--- config.mk ---
export PLATFORM = sky130hd
export DESIGN_NAME = decrypt_function_param
export DESIGN_NICKNAME = d
export VERILOG_FILES = /design/src/rtl/decrypt_pkg.sv /design/src/rtl/mask_expand.sv /design/src/rtl/decrypt_function_param.sv
export SDC_FILE = /design/constraint.sdc
export NUM_CORES = 1
export LEC_CHECK = 0
export ABC_CLOCK_PERIOD_IN_PS = 4500
export CAP_MARGIN = 30
export CORE_MARGIN = 2
export CORE_UTILIZATION = 54
export CTS_CLUSTER_SIZE = 30
export DETAILED_ROUTE_END_ITERATION = 7
export PLACE_DENSITY = 0.82
export SLEW_MARGIN = 15
export SYNTH_ARGS = -nofsm -noshare
export SYNTH_HDL_FRONTEND = slang
export SYNTH_SLANG_ARGS = --single-unit
--- constraint.sdc ---
create_clock -name Clk -period 4.5 [get_ports Clk]
set_clock_uncertainty 0.1 [all_clocks]
set_input_delay 0.675 -clock Clk [delete_from_list [all_inputs] [get_ports Clk]]
set_output_delay 0.675 -clock Clk [all_outputs]
set_load 0.01 [all_outputs]
--- src/rtl/decrypt_pkg.sv ---
// decrypt_pkg: shared FSM states, mode codes and mask pattern for the decrypt engine.
// Revision 1.0
`default_nettype none
package decrypt_pkg;

  typedef enum logic [1:0] {
    IDLE   = 2'd0,
    EXPAND = 2'd1,
    ROUND  = 2'd2,
    DONE   = 2'd3
  } state_t;

  localparam logic MODE_SUB = 1'b0;
  localparam logic MODE_XOR = 1'b1;

  // Bit s is the inversion applied to key segment s (mod 5): K,~K,~K,K,~K
  localparam logic [4:0] INV_PATTERN = 5'b10110;

  function automatic int frame_w(input int hdr_w, input int key_w, input int data_w);
    return hdr_w + key_w + data_w;
  endfunction

endpackage
`default_nettype wire

--- src/rtl/mask_expand.sv ---
// mask_expand: combinational key -> DATA_W mask, key tiled with per-segment inversion.
// Revision 1.0
`default_nettype none
module mask_expand
  import decrypt_pkg::*;
#(
  parameter int KEY_W  = 11,
  parameter int DATA_W = 61
) (
  input  logic [KEY_W-1:0]  i_key,
  output logic [DATA_W-1:0] o_mask
);

  for (genvar i = 0; i < DATA_W; i++) begin : g_bit
    assign o_mask[i] = i_key[i % KEY_W] ^ INV_PATTERN[(i / KEY_W) % 5];
  end

endmodule
`default_nettype wire

--- src/rtl/decrypt_function_param.sv ---
// decrypt_function_param: framed multi-round decryption engine with valid/ready on both sides.
// Revision 1.0
`default_nettype none
module decrypt_function_param
  import decrypt_pkg::*;
#(
  parameter int HDR_W  = 6,
  parameter int KEY_W  = 11,
  parameter int DATA_W = 61,
  parameter int ROUNDS = 1
) (
  input  logic                                       Clk,
  input  logic                                       Reset,
  input  logic                                       in_valid,
  output logic                                       in_ready,
  input  logic [frame_w(HDR_W, KEY_W, DATA_W)-1:0]   in_frame,
  output logic                                       out_valid,
  input  logic                                       out_ready,
  output logic [DATA_W-1:0]                          out_data,
  output logic                                       busy
);

  localparam int RND_W = $clog2(ROUNDS + 1);
  localparam logic [RND_W-1:0] c_LAST_RND = RND_W'(ROUNDS - 1);

  state_t              r_state, w_next;
  logic [KEY_W-1:0]    r_key, w_key_rot, w_mask_key;
  logic [DATA_W-1:0]   r_data, r_mask, w_mask;
  logic                r_mode;
  logic [RND_W-1:0]    r_rnd;
  logic                w_accept;
  logic                w_unused_hdr;

  assign w_key_rot    = {r_key[KEY_W-2:0], r_key[KEY_W-1]};
  // In ROUND the next mask must come from the key being rotated this cycle
  assign w_mask_key   = (r_state == ROUND) ? w_key_rot : r_key;
  assign w_accept     = in_valid & in_ready;
  assign out_data     = r_data;
  assign w_unused_hdr = &{1'b0, in_frame[HDR_W-1:1]};

  mask_expand #(.KEY_W(KEY_W), .DATA_W(DATA_W)) u_mask_expand (
    .i_key  (w_mask_key),
    .o_mask (w_mask)
  );

  always_ff @(posedge Clk or posedge Reset) begin
    if (Reset) r_state <= IDLE;
    else       r_state <= w_next;
  end

  always_comb begin
    w_next    = r_state;
    in_ready  = 1'b0;
    out_valid = 1'b0;
    busy      = 1'b1;
    case (r_state)
      IDLE: begin
        in_ready = 1'b1;
        busy     = 1'b0;
        if (in_valid) w_next = EXPAND;
      end
      EXPAND: w_next = ROUND;
      ROUND:  if (r_rnd == c_LAST_RND) w_next = DONE;
      DONE: begin
        out_valid = 1'b1;
        if (out_ready) begin
          in_ready = 1'b1;
          w_next   = in_valid ? EXPAND : IDLE;
        end
      end
      default: w_next = IDLE;
    endcase
  end

  always_ff @(posedge Clk or posedge Reset) begin
    if (Reset) begin
      r_key  <= '0;
      r_data <= '0;
      r_mask <= '0;
      r_mode <= MODE_SUB;
      r_rnd  <= '0;
    end else if (w_accept) begin
      r_data <= in_frame[HDR_W+KEY_W +: DATA_W];
      r_key  <= in_frame[HDR_W +: KEY_W];
      r_mode <= in_frame[0];
    end else if (r_state == EXPAND) begin
      r_mask <= w_mask;
      r_rnd  <= '0;
    end else if (r_state == ROUND) begin
      r_data <= (r_mode == MODE_XOR) ? (r_data ^ r_mask) : (r_data - r_mask);
      r_key  <= w_key_rot;
      r_mask <= w_mask;
      r_rnd  <= r_rnd + RND_W'(1);
    end
  end

endmodule
`default_nettype wire
==> impl_results.md, run 1 <==
* Biggest area consumer among synthesized cells: dfrtp_1
* Measured slew at the worst slew-check pin at 0.729 ns
* Post-DR wirelength/cell at approximately 19 um
* Fill cells at roughly 1200
* CTS tree: done
* Postcts setup bufs at 0
* NumNets Final at roughly 1300
* Relative slew slack at 0.514
* Hold Buf Count CTS at 0
* Max Buffers Root-to-Sink at 2
* DRT Pass-1 Iters at 6
* Final cycle utilization of the critical path at 0.863
* Initial antenna violation count at 0
* Clock Latency Late Sink at between 0.3 and 0.4 ns
* Die span in y at ~130 um
* Top post-synthesis cells by area: dfrtp_1, ha_1, o21ai_0, nand2_1, a21oi_1
* Starting Density at 0.553
* Met3 track demand over resource at 0.0459
* Crit Path Max Fanout at 8
* Primary FF master, synth: dfrtp_1
* Hold crit path type: flip-flop to flip-flop
* Layout Cells excl Fill at about 1300
* Fmax at about 0.26 GHz
* Width of the die at about 130 um
* CP Capture Type: flip-flop
* Post-CTS sizing at 0
* Yosys warns at 0
* Largest net degree at the start of global routing at 66
* Async set-reset flop share out of synthesis at 1.00
* # H-tree levels at 3
* Global Route met2 Usage at 0.500
* RSZ-0062 raised after global routing: no
* Setup TNS at 0 ns
* N_diodes at 0
* Critical-path cell list: inv_1, ha_1, a21oi_1, o21bai_1, or3b_1, o21ai_1, o21ai_2, a21oi_1, o21ai_0, a2111oi_1, xor2_1, o21ai_0
* I/O pin count at 146
* CTS Buf Count at 9
* Crit path largest cell delay at between 0.6 and 0.7 ns
* Root Buffer: clkbuf_16
* Vias in the first global route at around 7600
* Final Hold Viols at 0
* DR vias at roughly 8000
* Avg Vias per Cell at just over 6
* Final WL at about 24 mm
* Cells after synthesis at between 1000 and 1500
* Total Routing Usage GR at 0.304
* RD Place Congestion at about 0.94
* Yosys reg bits at a little under 100
* Max Cap Viol at 0
* Syn nets at ~1200
* Post-Route Utilization at 0.676
* Cells after DPL at 1296
* Synthesis-to-layout area growth at 22.2%
* Core area at ~0.015 mm2
* Mapped Area at around 0.008 mm2
* Cell variety after synth at roughly 70
* Max-slew violations at 0
* PortBufs at 140
* EDFF count, synth at 0
* Final min period at between 3 and 4 ns
* Critical path type: flip-flop to flip-flop
* Synthesized area per cell at just under 8 um2
* CP max-delay cell: a2111oi_1
* CTS Sinks at 98
* Most Crowded Layer GR: met2
* DIE AREA at 0.0159 mm2
* First-pass GRT wire length at approximately 39 mm
* # rows at 44
* Post-DRT Antenna Nets at 0
* # DRC at 0
* Arrival @ worst endpoint at about 4.0 ns
* Sequential cell area fraction in the yosys report at 0.305
* Synth top cells by count: nand2_1, o21ai_0, dfrtp_1
* M1 GR Usage at 0.415
* 1st-iter DRT viols at ~740
* GRT overflow at 0
* CP startpoint kind: flip-flop
* Post-DP HPWL at around 18 mm
* Count of final setup violators at 0
* Share of the synthesized area in the top cell type at 0.305
* Leading cell type by number of instances after synthesis: nand2_1
* Outcome: complete, no violations
* Layout cells sized above 1 at 0.0355
* Worst-path clk slew at 0.08 ns
* Critical path data required time at between 4 and 5 ns
## flip-flops by register name (all words and copies together) (netlist names)
| signal | count |
|---|---|
| r_rnd | 1 |
| r_mask | 22 |
| r_mode | 1 |
| out_data | 61 |
| r_key | 11 |
| r_state | 2 |
## cells by family (layout without fill, tap and decap cells)
family | after synthesis | in the layout | synth area share
compound gates | 364 | 364 | 0.281
xor+xnor | 55 | 55 | 0.0599
fa+ha+maj | 66 | 66 | 0.104
buf+inv | 101 | 208 | 0.0490
flops | 98 | 98 | 0.305
mux | 14 | 14 | 0.0176
simple gates | 323 | 323 | 0.183
## cell usage in the layout (no fill, tap or decap), types with 3 or more instances in the layout
cell type,instances
nand2_1,145
clkdlybuf4s50_1,140
o21ai_0,118
dfrtp_1,98
a21oi_1,97
nor2_1,66
ha_1,65
inv_1,42
xor2_1,33
a21o_1,25
and3_1,24
xnor2_1,22
o21a_1,19
a211oi_1,16
nand3_1,15
nor3_1,14
nand4_1,14
mux2i_1,13
a31oi_1,11
a22oi_1,11
or3_1,10
o21bai_1,9
o21ai_1,9
clkbuf_16,9
nand2b_1,7
buf_4,7
a311oi_1,5
nor2b_1,5
nor4_1,5
and4_1,5
and2_1,5
inv_8,4
o211ai_1,3
a31o_1,3
a2111oi_0,3
a221oi_1,3
a21boi_1,3
## area by class of cell
| type | instances | area, um2 | area share |
|---|---|---|---|
| Timing Repair Buffer | 148 | 1470 | 0.150 |
| Multi-Input combinational cell | 822 | 5200 | 0.529 |
| Sequential cell | 98 | 2450 | 0.250 |
| Tap cell | 184 | 230 | 0.0234 |
| Inverter | 44 | 168 | 0.0171 |
| Clock buffer | 9 | 225 | 0.0229 |
| Clock inverter | 7 | 78.8 | 0.00802 |
## final timing paths
path / startpoint / to / slack [ns] / depth (start not counted)
max in group asynchronous: Reset / r_mask[47] / 2.86 / 3
min: r_rnd / r_rnd / 0.38 / 1
min in group asynchronous: Reset / r_key[10] / 0.63 / 2
max: r_mask[39] / out_data[35] / 0.62 / 12
min reg2reg: r_rnd / r_rnd / 0.38 / 1
max reg2reg: r_mask[39] / out_data[35] / 0.62 / 12
## stage by stage
stage          hold WS, ns  area [um2]  setup WS [ns]
6_report             0.376        9830          0.619
5_1_grt              0.405        9830          0.569
4_1_cts              0.381        9830          0.799
3_5_place_dp         0.371        9520          0.832
3_3_place_gp         0.360        9520          0.884
2_1_floorplan        0.351        8040           1.16
## critical path, delay by kind of cell, from the launching register on
family | cells | cell delay [ns]
AO/OA/AOI/OAI | 8 | 2.09
adder cells (fa/ha/maj) | 1 | 0.41
flip-flops | 1 | 0.40
AND/OR/NAND/NOR | 1 | 0.38
XOR/XNOR | 1 | 0.24
buffers and inverters | 1 | 0.12
## metal layers
layer  up-vias  part of all wire
met2       332              0.47
li1       3880                 -
met4         0             0.022
met3        40             0.063
met5         -                 0
met1      3802              0.45
Power of run 1 is not shown: default switching activity piles up to over one toggle a cycle in this logic, so the estimate is an artifact.
==> run 2, diff against run 1 <==
Settings changed: CORE_ASPECT_RATIO from default to 2, TNS_END_PERCENT from default to 100.
==> impl_results.md, run 2 (synthesized netlist as in run 1, its figures left out) <==
* Critical-path cell list: inv_1, ha_1, o211ai_2, a21o_1, a31o_1, o41ai_4, a21oi_1, o21ai_2, a21boi_1, o21ai_1, a311oi_1, xor2_1, o21ai_1
* Worst-path clk slew at 0.08 ns (about the same)
* Hold Buf Count CTS at 0 (unchanged)
* Post-CTS sizing at 0 (unchanged)
* DIE AREA at 0.0159 mm2 (+0.38%)
* Final min period at 3.76 ns (-0.121 ns)
* CTS Buf Count at 9 (unchanged)
* # rows at 63 (+43%)
* Final WL at 26.3 mm (+8.2%)
* CP startpoint: r_mask[38]
* Most Crowded Layer GR: met2
* CTS tree: done
* GRT overflow at 0 (unchanged)
* M1 GR Usage at 0.414 (-0.00172)
* Fmax at 0.266 GHz (+3.2%)
* NumNets Final at 1273 (+0.16%)
* Hold crit path type: flip-flop to flip-flop
* Arrival @ worst endpoint at 3.94 ns (-0.06 ns)
* I/O pin count at 146 (unchanged)
* Most frequent cells in the layout: nand2_1, clkdlybuf4s50_1, o21ai_0
* Max Cap Viol at 0 (unchanged)
* # H-tree levels at 3 (unchanged)
* Width of the die at 90.3 um (-28%)
* Core area at 0.0147 mm2 (+0.88%)
* Starting Density at 0.548 (-0.00481)
* PortBufs at 140 (unchanged)
* Relative slew slack at 0.483 (-0.0307)
* Vias in the first global route at 7735 (+1.7%)
* Critical path data required time at 4.68 ns (+0.06 ns)
* Measured slew at the worst slew-check pin at 0.771 ns (+0.0413 ns)
* DR vias at 8066 (+0.15%)
* Count of final setup violators at 0 (unchanged)
* DRT Pass-1 Iters at 5 (-1)
* RD Place Congestion at 0.950 (+0.69%)
* Crit Path Max Fanout at 7 (-1)
* CP max-delay cell: ha_1
* Final Hold Viols at 0 (unchanged)
* CP startpoint kind: flip-flop
* Post-DR wirelength/cell at 19.9 um (+7.2%)
* Most common cell after layout, fill and taps aside: nand2_1
* Die span in y at 177 um (+40%)
* Layout cells sized above 1 at 0.0363 (+0.000854)
* 1st-iter DRT viols at 464 (-37%)
* Root Buffer: clkbuf_16
* Post-DP HPWL at 20.0 mm (+9.8%)
* Min-Delay Startpoint: r_mask[58]
* Critical path type: flip-flop to flip-flop
* Synthesis-to-layout area growth at 22.5%
* Initial antenna violation count at 0 (unchanged)
* Global Route met2 Usage at 0.556 (+0.0561)
* CTS Sinks at 98 (unchanged)
* Postcts setup bufs at 0 (unchanged)
* Post-DRT Antenna Nets at 0 (unchanged)
* Total Routing Usage GR at 0.327 (+0.0230)
* First-pass GRT wire length at 41.2 mm (+4.9%)
* Largest net degree at the start of global routing at 66 (unchanged)
* Max Buffers Root-to-Sink at 2 (unchanged)
* Outcome: complete, no violations
* Crit path largest cell delay at 0.47 ns (-0.18 ns)
* Max-slew violations at 0 (unchanged)
* Final cycle utilization of the critical path at 0.836 (-0.0269)
* Critical Path Most Common Cell: o21ai_1
* Critical path buffer and inverter count at 1 (unchanged)
* Clock Latency Late Sink at 0.36 ns (about the same)
* CP Capture Type: flip-flop
* N_diodes at 0 (unchanged)
* CP delay by family, top: compound AO/OA/AOI/OAI gates
* # DRC at 0 (unchanged)
* Setup TNS at 0 ns (unchanged)
* RSZ-0062 raised after global routing: no
* Max reg flops at 61 (unchanged)
* Reg2reg start: r_mask[38]
* Met3 track demand over resource at 0.0359 (-0.0100)
* Avg Vias per Cell at 6.09 (-0.76%)
==> run 2: cell count changes in the layout (fill, tap and decap cells not counted), moves of 2 or more <==
cell / previous run / this run
clkinv_4: 2 / 0
inv_8: 4 / 1
inv_6: 0 / 3
buf_4: 7 / 9
==> run 2: metal layers <==
layer,wire (um),up-vias
li1,-,3889
met1,10900,3782
met2,12700,339
met3,1450,56
met4,1300,0
met5,0,-
==> run 2: worst reg2reg max path, cell delays in order, from the launching register on <==
cell and delay (ns):
dfrtp_1 0.41, inv_1 0.19, ha_1 0.48, o211ai_2 0.12
a21o_1 0.20, a31o_1 0.25, o41ai_4 0.44, a21oi_1 0.15
o21ai_2 0.24, a21boi_1 0.19, o21ai_1 0.37, a311oi_1 0.21
xor2_1 0.18, o21ai_1 0.13
==> run 2: layout make-up <==
cell class | count | area, um2
Multi-Input combinational cell | 822 | 5200
Inverter | 44 | 168
Clock buffer | 9 | 225
Clock inverter | 6 | 72.6
Fill cell | 1256 | 4810
Sequential cell | 98 | 2450
Timing Repair Buffer | 150 | 1490
Tap cell | 195 | 244
==> run 2: final timing paths <==
kind	slack [ns]	to	depth (start not counted)
setup reg to reg	0.74	out_data[46]	13
min in group asynchronous	0.59	r_state[1]	2
setup / recovery	0.74	out_data[46]	13
hold / removal	0.38	r_mask[58]	1
max in group asynchronous	2.88	out_data[27]	3
hold reg to reg	0.38	r_mask[58]	1
==> run 2: through the flow <==
step / utilization / std cells / setup WS [ns] / area [um2] / hold slack [ns]
2_1_floorplan: - / 1021 / 1.16 / 8040 / 0.351
3_3_place_gp: 0.651 / 1309 / 0.830 / 9550 / 0.362
3_5_place_dp: 0.651 / 1309 / 0.792 / 9550 / 0.368
4_1_cts: 0.672 / 1324 / 0.771 / 9850 / 0.385
5_1_grt: 0.672 / 1324 / 0.528 / 9850 / 0.403
6_report: 0.672 / 1324 / 0.740 / 9850 / 0.383
Power of run 2 is left out for the same reason.
